`src/rtl/sipo_pkg.sv`:
```
// Shared definitions for the serial-in/parallel-out deserializer and its
// downstream 4-bit register stage.
package sipo_pkg;

    localparam int unsigned SIPO_WIDTH = 4;

    typedef enum logic {
        ST_IDLE  = 1'b0,
        ST_SHIFT = 1'b1
    } sipo_state_e;

endpackage : sipo_pkg

```
`src/rtl/sipo_deserializer_if.sv`:
```
// Serial input / parallel output bundle of the deserializer.
// The master drives the serial side; the slave is the deserializer.
interface sipo_deserializer_if
    import sipo_pkg::*;
#(
    parameter int unsigned WIDTH = SIPO_WIDTH
);

    logic             din;
    logic             din_valid;
    logic             start;
    logic [WIDTH-1:0] q;
    logic             q_valid;
    logic             busy;
    logic             frame_err;

    modport master (
        output din,
        output din_valid,
        output start,
        input  q,
        input  q_valid,
        input  busy,
        input  frame_err
    );

    modport slave (
        input  din,
        input  din_valid,
        input  start,
        output q,
        output q_valid,
        output busy,
        output frame_err
    );

endinterface : sipo_deserializer_if

```
`src/rtl/sipo_shift_core.sv`:
```
// Shift register plus bit counter. word_c is the register contents after the
// current din is shifted in, so the caller can capture a finished word at the
// same edge that samples its last bit.
module sipo_shift_core
    import sipo_pkg::*;
#(
    parameter int unsigned WIDTH     = SIPO_WIDTH,
    parameter bit          MSB_FIRST = 1'b1
) (
    input  logic             clk,
    input  logic             clear,
    input  logic             load_first,
    input  logic             shift_en,
    input  logic             din,
    output logic [WIDTH-1:0] sr,
    output logic [WIDTH-1:0] word_c,
    output logic             cnt_done_c
);

    localparam int unsigned CNT_W = $clog2(WIDTH + 1);

    logic [CNT_W-1:0] cnt;
    logic [WIDTH-1:0] first_c;

    // Bit ordering: MSB-first shifts left, LSB-first shifts right.
    generate
        if (MSB_FIRST) begin : g_msb_first
            assign word_c  = {sr[WIDTH-2:0], din};
            assign first_c = {{(WIDTH-1){1'b0}}, din};
        end else begin : g_lsb_first
            assign word_c  = {din, sr[WIDTH-1:1]};
            assign first_c = {din, {(WIDTH-1){1'b0}}};
        end
    endgenerate

    // High when the bit being shifted now is the last one of the word.
    assign cnt_done_c = (cnt == CNT_W'(WIDTH - 1));

    always_ff @(posedge clk) begin
        if (clear) begin
            sr  <= '0;
            cnt <= '0;
        end else if (load_first) begin
            sr  <= first_c;
            cnt <= CNT_W'(1);
        end else if (shift_en) begin
            sr  <= word_c;
            cnt <= cnt_done_c ? '0 : cnt + CNT_W'(1);
        end
    end

endmodule : sipo_shift_core

```
`src/rtl/sipo_deserializer.sv`:
```
// Serial-in, parallel-out deserializer: frames WIDTH valid bits behind a start
// marker and presents the word on q with a one-cycle q_valid strobe.
module sipo_deserializer
    import sipo_pkg::*;
#(
    parameter int unsigned WIDTH     = SIPO_WIDTH,
    parameter bit          MSB_FIRST = 1'b1
) (
    input  logic                clk,
    input  logic                rst,
    sipo_deserializer_if.slave  bus
);

    sipo_state_e      state_q;
    sipo_state_e      state_d;
    logic [WIDTH-1:0] q_q;
    logic [WIDTH-1:0] q_d;
    logic             q_valid_q;
    logic             q_valid_d;
    logic             frame_err_q;
    logic             frame_err_d;
    logic             busy_q;
    logic             busy_d;

    logic             shift_en;
    logic             load_first;
    logic [WIDTH-1:0] sr;
    logic [WIDTH-1:0] word_c;
    logic             cnt_done_c;

    sipo_shift_core #(
        .WIDTH     (WIDTH),
        .MSB_FIRST (MSB_FIRST)
    ) u_core (
        .clk        (clk),
        .clear      (rst),
        .load_first (load_first),
        .shift_en   (shift_en),
        .din        (bus.din),
        .sr         (sr),
        .word_c     (word_c),
        .cnt_done_c (cnt_done_c)
    );

    // Next-state and output decode.
    always_comb begin
        state_d     = state_q;
        q_d         = q_q;
        q_valid_d   = 1'b0;
        frame_err_d = 1'b0;
        shift_en    = 1'b0;
        load_first  = 1'b0;

        unique case (state_q)
            ST_IDLE: begin
                if (bus.din_valid && bus.start) begin
                    load_first = 1'b1;
                    state_d    = ST_SHIFT;
                end
            end
            ST_SHIFT: begin
                if (bus.din_valid) begin
                    if (bus.start) begin
                        // Restart: drop the partial word, this bit opens a new frame.
                        load_first  = 1'b1;
                        frame_err_d = 1'b1;
                    end else begin
                        shift_en = 1'b1;
                        if (cnt_done_c) begin
                            q_d       = word_c;
                            q_valid_d = 1'b1;
                            state_d   = ST_IDLE;
                        end
                    end
                end
            end
            default: state_d = ST_IDLE;
        endcase

        busy_d = (state_d == ST_SHIFT);
    end

    always_ff @(posedge clk) begin
        if (rst) begin
            state_q     <= ST_IDLE;
            q_q         <= '0;
            q_valid_q   <= 1'b0;
            frame_err_q <= 1'b0;
            busy_q      <= 1'b0;
        end else begin
            state_q     <= state_d;
            q_q         <= q_d;
            q_valid_q   <= q_valid_d;
            frame_err_q <= frame_err_d;
            busy_q      <= busy_d;
        end
    end

    assign bus.q         = q_q;
    assign bus.q_valid   = q_valid_q;
    assign bus.frame_err = frame_err_q;
    assign bus.busy      = busy_q;

endmodule : sipo_deserializer
```
`src/flat_wrapper.sv`:
```
// flat-port wrapper written by rule: the top's interface ports become plain ports
module sipo_deserializer_flat import sipo_pkg::*;
#(
    parameter int unsigned WIDTH     = SIPO_WIDTH,
    parameter bit          MSB_FIRST = 1'b1
)
  (clk, rst, bus_din, bus_din_valid, bus_start, bus_q, bus_q_valid, bus_busy, bus_frame_err);
  sipo_deserializer_if #(.WIDTH(WIDTH)) bus_i ();
  input  logic clk;
  input  logic rst;
  input wire logic [$bits(bus_i.din)-1:0] bus_din;
  input wire logic [$bits(bus_i.din_valid)-1:0] bus_din_valid;
  input wire logic [$bits(bus_i.start)-1:0] bus_start;
  output wire logic [$bits(bus_i.q)-1:0] bus_q;
  output wire logic [$bits(bus_i.q_valid)-1:0] bus_q_valid;
  output wire logic [$bits(bus_i.busy)-1:0] bus_busy;
  output wire logic [$bits(bus_i.frame_err)-1:0] bus_frame_err;
  assign bus_i.din = bus_din;
  assign bus_i.din_valid = bus_din_valid;
  assign bus_i.start = bus_start;
  assign bus_q = bus_i.q;
  assign bus_q_valid = bus_i.q_valid;
  assign bus_busy = bus_i.busy;
  assign bus_frame_err = bus_i.frame_err;
  sipo_deserializer #(.WIDTH(WIDTH), .MSB_FIRST(MSB_FIRST)) u_core (.clk(clk), .rst(rst), .bus(bus_i));
endmodule
```
`config.mk`:
```
export PLATFORM = sky130hd
export DESIGN_NAME = sipo_deserializer_flat
export DESIGN_NICKNAME = d
export VERILOG_FILES = /design/src/rtl/sipo_pkg.sv /design/src/rtl/sipo_deserializer_if.sv /design/src/rtl/sipo_shift_core.sv /design/src/rtl/sipo_deserializer.sv /design/src/flat_wrapper.sv
export SDC_FILE = /design/constraint.sdc
export NUM_CORES = 1
export LEC_CHECK = 0
export BUFFER_PORTS_ARGS = -buffer_cell sky130_fd_sc_hd__buf_2
export CORE_MARGIN = 4
export CORE_UTILIZATION = 25
export CTS_CLUSTER_SIZE = 24
export DETAILED_ROUTE_END_ITERATION = 10
export PLACE_DENSITY = 0.52
export SLEW_MARGIN = 20
export SYNTH_ARGS = -nofsm -noshare
export SYNTH_HDL_FRONTEND = slang
export SYNTH_SLANG_ARGS = --single-unit
```
`constraint.sdc`:
```
create_clock -name clk -period 3 [get_ports clk]
set_input_delay 0.3 -clock clk [delete_from_list [all_inputs] [get_ports clk]]
set_output_delay 0.3 -clock clk [all_outputs]
set_load 0.1 [all_outputs]
```
# Word level (Yosys, flattened, before mapping)
# Index checks and enable logic that the tools add are counted.
dict set report word_totals {
  in_bits 5
  output_inout_bits 7
  wordCells 36
  regBits 13
}
dict set report op_classes {
  eq_ne 1
  n_bitwise 3
  mux 17
  n_addsub 1
  n_reduce_logical 6
}
# operator n
set ops {}
lappend ops {{$mux 1} 14}
lappend ops {{$pmux 1 s2} 2}
lappend ops {{$reduce_and 4->1} 1}
lappend ops {{$reduce_or 2->1} 2}
lappend ops {{$reduce_or 4->1} 1}
lappend ops {{$add 3x1->3 const B} 1}
lappend ops {{$eq 3x2->1 const B} 1}
lappend ops {{$mux 3} 1}
lappend ops {{$not 1->1} 3}
lappend ops {{$reduce_bool 2->1} 1}
lappend ops {{$logic_and 1x1->1} 1}

# Logic depth before layout (Yosys ltp)
# Gate-level depths: netlist of run 1.
dict set report logic_depth {
  word_depth 5
  mapped_depth 5
  mapped_depth_nobuf 4
}

# Cells and area by module
# From an unflattened synthesis of run 1, not the netlist that was laid out.
dict set report unflattened {
  hier_cells 63
  hier_area_um2 614.3
}
# mod seq_area_each_um2 instances area_per_inst_um2 cells_per_inst
set by_module_without_submodules {}
lappend by_module_without_submodules {sipo_shift_core 140.1 1 315.3 34}
lappend by_module_without_submodules {sipo_deserializer 140.1 1 299.0 29}

# Worst setup path after synthesis of run 1
# No wires, ideal clock.
dict set report synth_timing {
  path_kind {register -> register}
  startpoint {register, netlist name u_core.bus.busy}
  endpoint {register u_core.q_q[0] (netlist: u_core.bus.q[0])}
  t_required_ps 2928
  arrival_time_ps 1804
  synth_period_minus_slack_ps 1876
  path_buffers 1
  setup_slack_ps 1124
  setup_time_ps 72
  path_stages_with_launch 5
  path_cell_list {dfxtp_1 and3b_4 and3b_1 buf_6 mux2i_1}
}
# item line_no
set synth_lines {}
lappend synth_lines {{to (signal assigned)} sipo_deserializer.sv:92} ;# q_q <= q_d;
lappend synth_lines {{to (decl)} sipo_deserializer.sv:16} ;# logic [WIDTH-1:0] q_q;

# Final worst setup path of run 1
dict set report layout_timing {
  startpoint {register u_core.busy_q (netlist: u_core.bus.busy)}
  endpoint {output port bus_busy}
}
# item line_no
set layout_lines {}
lappend layout_lines {{from (decl)} sipo_deserializer.sv:22} ;# logic busy_q;
lappend layout_lines {{from (signal assigned)} sipo_deserializer.sv:95} ;# busy_q <= busy_d;
lappend layout_lines {{to (decl)} flat_wrapper.sv:16} ;# output wire logic [$bits(bus_i.busy)-1:0] bus_busy;
# No word-level cell between the ends.

==> impl_results.md, run 1 <==
- Syn avg cell area: roughly 9.5 µm²
- Row count: 16
- Yosys warns: 0
- FMAX: 0.678 GHz
- Reg2Reg Depth: 3
- Cells after DPL: 90
- Final wirelength: 940 µm
- Cell Pwr Density: just over 500 nW/µm²
- Slew Limit Fails: 0
- Core area: approximately 2000 µm²
- H-tree Lvls: 1
- Setup violations, final: 0
- Clock Skews: slightly above 0.0006 ns
- Pleak: between 0.2 and 0.3 nW
- Vias in the first global route: around 400
- Inserted Diodes: 0
- Worst-path fanout max: 8
- DR vias/cell: around 4.4
- Initial antenna violation count: 0
- Slew @ Worst Pin: between 0.5 and 0.6 ns
- Routed length per instance: 10.0 µm
- Antenna Violating Nets Remaining: 0
- Clock transition at path regs: 0.07 ns
- Hold Crit Depth: 3
- WS Path Type: flop to output port
- Netlist cell types: 21
- Layout cells sized above 1: a little under a quarter
- Pre-CTS setup slack: ~1.7 ns
- Slowest stage cell, crit path: buf_2
- Syn Inst Count: 55
- Worst EP arrival: about 1.2 ns
- Reg2Reg Setup Slack: roughly 1.7 ns
- Tot GR Track Use: under 10%
- Vias: between 400 and 500
- Initial core utilization: roughly a quarter
- Num CTS Buffers: 3
- Top delay family on crit path: buffers and inverters
- Drc violations: 0
- Worst-skew pair later-pin latency: roughly 0.27 ns
- Mapped Nets: 61
- Worst relative slew slack: ~65%
- Largest stage delay on the critical path: 0.47 ns
- Initial DRC count: 5
- Critical path buffer and inverter count: 1
- Worst Hold Class: input pin to flop
- Longest Clk Path Bufs: 2
- Hpwl dp: approximately 720 µm
- Clock Sink Count: 13
- Number of gates resized after cts: 0
- Largest net degree at the start of global routing: 12
- Fin cells: 94
- Congestion Overflow GR: 0
- Critical Path RT: ~2.7 ns
- CP startpoint kind: flop
- Status: finished clean
- Cell Area, Synth: 520 µm²
- Post-CTS Setup Bufs: 0
- Power, Total: 0.000311 W
- Crit path time final: 1.47 ns
- VDD IR-drop max: ~390 µV
- Maxcap violations: 0
- RSZ-0062 raised after global routing: false
- NumNets Final: 74
- Area grow syn2layout: 18.3%
- Worst path cell trace: buf_2
- Port-buffer cells: 11
- Routability cong.: 0.775
- Final period utilization: 49.1%
- Register bit total from synthesis: 13
- Die extent in x: ~54 µm
- DR pass1 iterations: 4
- Hold Buf Count CTS: 0
- Fin worst setup slack: approximately 1.5 ns
- Setup TNS: 0 ns
- Sequential area share after synthesis: around 50%
- Die Area: ~2900 µm²
- Fin. Hold Viols: 0
- Critical path depth: 1
- First-pass GRT wire length: roughly 1.7 mm
- Crit. End Element: output port
- TritonCTS clock tree: yes
- CTS Root Cell: clkbuf_4
- Die Ht: ~54 µm
- # IOs: 12
## layout by cell type (no fill, tap or decap), types with 2 or more instances in the layout
master | synthesis | routed
mux2i_1 | 5 | 5
dfxtp_1 | 13 | 13
nand2_1 | 10 | 10
nor2_1 | 4 | 4
inv_1 | 3 | 3
o21ai_0 | 2 | 2
buf_2 | 1 | 11
a21oi_1 | 2 | 2
a22oi_1 | 3 | 3
clkbuf_4 | 0 | 3
## where the power goes
part | internal [W] | total [W] | switching, W
clock | 0.0000515 | 0.000105 | 0.0000531
sequential | 0.000176 | 0.000179 | 0.00000338
combinational | 0.00000796 | 0.0000276 | 0.0000197
## state kept, by name, indices dropped and copies added (netlist names)
register and count:
u_core.bus.busy 1, u_core.bus.frame_err 1, u_core.bus.q 4, u_core.bus.q_valid 1, u_core.u_core.cnt 3, u_core.u_core.sr 3
## worst register-to-register path, stage by stage, from the launching register on
cell,delay [ns]
dfxtp_1,0.43
and3b_4,0.25
and3b_1,0.32
mux2i_1,0.21
## through the flow
stage	cell area (µm²)	hold WS, ns	util, %
after global placement	589	0.444	30.0
after global routing	616	0.283	31.4
after floorplan	520	0.434	-
after CTS	616	0.276	31.4
after detailed placement	589	0.449	30.0
final	616	0.291	31.4
## cells in the mapped netlist
cell type	n	area, µm²
buf_6	1	11.3
nand3_1	1	5.00
o31ai_1	1	7.51
nand2_1	10	37.5
a21oi_1	2	10.0
nor3b_1	1	7.51
and3b_4	1	12.5
inv_1	3	11.3
buf_2	1	5.00
nor2_1	4	15.0
and3b_1	1	8.76
mux2i_1	5	50.1
o21ai_0	2	10.0
clkbuf_1	1	3.75
dfxtp_1	13	260
ha_1	1	12.5
nand2b_1	1	6.26
a22oi_1	3	22.5
and2_2	1	7.51
o211a_1	1	10.0
a31oi_1	1	6.26
## layer usage
| metal | GRT usage [%] | wire [µm] |
|---|---|---|
| met4 | 1.28 | 4 |
| met1 | 10.4 | 448 |
| met3 | 5.82 | 98 |
| met5 | 0 | 0 |
| met2 | 12.0 | 388 |
## cells by family (layout without fill, tap and decap cells)
group                    count (synthesis)  count (layout)  synth area share [%]
AND/OR/NAND/NOR                         20              20                  19.2
flip-flops                              13              13                  50.0
AO/OA/AOI/OAI                           10              10                  12.7
buffers and inverters                    6              18                  6.01
multiplexers                             5               5                  9.62
adder cells (fa/ha/maj)                  1               1                  2.40
## worst paths after layout
| path | from | endpoint |
|---|---|---|
| setup / recovery | u_core.bus.busy | bus_busy |
| hold reg to reg | u_core.bus.q[0] | u_core.bus.q[0] |
| setup reg to reg | u_core.bus.busy | u_core.bus.q[1] |
| hold / removal | bus_din | u_core.u_core.sr[0] |
## cell type report
cell class / instances / area (µm²)
clock buffers: 4 / 26.3
fillers: 237 / 1350
inverters: 3 / 11.3
multi-input cells: 36 / 229
flip-flops and latches: 13 / 260
well taps: 27 / 33.8
repair buffers: 11 / 55.1
No activity file was read; power rests on OpenSTA's default activity.
==> inputs of run 2 (changes only) <==
==> constraint.sdc (replaced) <==
create_clock -name clk -period 1.5 [get_ports clk]
set_input_delay 0.15 -clock clk [delete_from_list [all_inputs] [get_ports clk]]
set_output_delay 0.15 -clock clk [all_outputs]
set_load 0.1 [all_outputs]
==> impl_results.md, run 2 (synthesized netlist as in run 1, its figures left out) <==
- Hold path start: rst
- Largest net degree at the start of global routing: 12
- Top delay family on crit path: buffers and inverters
- Most crowded layer after global routing: met2
- Slew Limit Fails: 0
- Worst EP arrival: approximately 1.1 ns
- Num CTS Buffers: 3
- Critical Path RT: between 1 and 1.5 ns
- Most common cell after layout, fill and taps aside: dfxtp_1
- # IOs: 12
- Final period utilization: 83.5%
- Die extent in x: 53.6 µm
- Critical path buffer and inverter count: 1
- Row count: 16
- Clock Skews: approximately 0.0043 ns
- Largest stage delay on the critical path: ~0.44 ns
- Routability cong.: approximately 0.84
- Status: finished clean
- Reg2Reg Setup Slack: 0.28 ns
- Reg2Reg Depth: 3
- TritonCTS clock tree: yes
- Critical R2R Launch: u_core.bus.busy
- Fin worst setup slack: about 0.25 ns
- Pre-CTS setup slack: roughly 0.31 ns
- Port-buffer cells: 11
- Routed length per instance: between 9 and 10 µm
- Core area: ~2000 µm²
- Die Area: approximately 2900 µm²
- Pleak: approximately 0.27 nW
- Clock Sink Count: 13
- VDD IR-drop max: around 230 µV
- First-pass GRT wire length: roughly 1.6 mm
- Area grow syn2layout: 20.0%
- Setup violations, final: 0
- Crit. End Element: output port
- Worst-path fanout max: 8
- Worst path cell trace: buf_2
- H-tree Lvls: 1
- Met1 usage: around 9%
- Setup TNS: 0 ns
- R2r endpoint: u_core.bus.q[0]
- Initial core utilization: between 20% and 30%
- Clock transition at path regs: ~0.08 ns
- DR vias/cell: 4.29
- Crit path time final: about 1.3 ns
- Congestion Overflow GR: 0
- Most frequent cells in the layout: 12 x dfxtp_1, 11 x buf_2, 10 x nand2_1
- Worst Hold Class: input pin to flop
- Slew @ Worst Pin: 0.484 ns
- DR pass1 iterations: 4
- Power, Total: between 0.0006 and 0.0007 W
- Hold Buf Count CTS: 0
- Worst-skew pair later-pin latency: between 0.2 and 0.3 ns
- Layout cells sized above 1: 26.5%
- Die Ht: 53.6 µm
- Longest Clk Path Bufs: 2
- Max reg flops: 4
- CTS Root Cell: clkbuf_4
- Maxcap violations: 0
- CP startpoint kind: flop
- GR Util met2: approximately 11%
- Hold Crit Depth: 2
- Vias in the first global route: between 300 and 400
- WS Path Type: flop to output port
- NumNets Final: 75
- Hold Path End: u_core.bus.busy
- Fin. Hold Viols: 0
- Inserted Diodes: 0
- Initial antenna violation count: 0
- Hpwl dp: ~690 µm
- Cell Pwr Density: about 1000 nW/µm²
- Final wirelength: around 940 µm
- Slowest stage cell, crit path: buf_2
- Post-CTS Setup Bufs: 0
- Grt met3 use: under 10%
- Antenna Violating Nets Remaining: 0
- Number of gates resized after cts: 0
- Initial DRC count: 8
- Drc violations: 0
- Vias: about 410
- Fin cells: 95
- RSZ-0062 raised after global routing: false
- Worst relative slew slack: between 60% and 70%
- FMAX: around 0.80 GHz
- Cells after DPL: slightly above 90
- Tot GR Track Use: 7.74%
[run 2: cell type report]
class                           instances  area (µm²)
Inverter                                3        11.3
Clock buffer                            4        26.3
Multi-Input combinational cell         36         229
Timing Repair Buffer                   12        62.6
Fill cell                             232        1340
Tap cell                               27        33.8
Sequential cell                        13         262
[run 2: through the flow]
stage	area (µm²)	hold slack, ns	util (%)
after CTS	624	0.125	31.8
final	624	0.134	31.8
after global placement	598	0.413	30.5
after global routing	624	0.127	31.8
after detailed placement	598	0.425	30.5
after floorplan	522	0.292	-
[run 2: worst max path at each step]
stage,from,endpoint,slack [ns],cells past startpoint
after CTS,u_core.bus.busy,bus_busy,0.24,1
after global routing,u_core.bus.busy,bus_busy,0.20,1
final,u_core.bus.busy,bus_busy,0.25,1
after detailed placement,u_core.bus.busy,u_core.bus.q[1],0.31,3
after floorplan,u_core.bus.busy,u_core.bus.q[0],0.004,4
after global placement,bus_start,u_core.bus.q[0],0.31,4
[run 2: routing by layer]
layer  routed length (µm)  up-vias
met5                    0        -
met4                   18        0
met3                   51        2
met2                  421       12
met1                  448      180
li1                     -      214
[run 2: power by group]
part           internal (W)  switching [W]  leakage (nW)
clock network      0.000103       0.000110        0.0150
registers          0.000352     0.00000724         0.106
logic             0.0000181      0.0000395         0.154
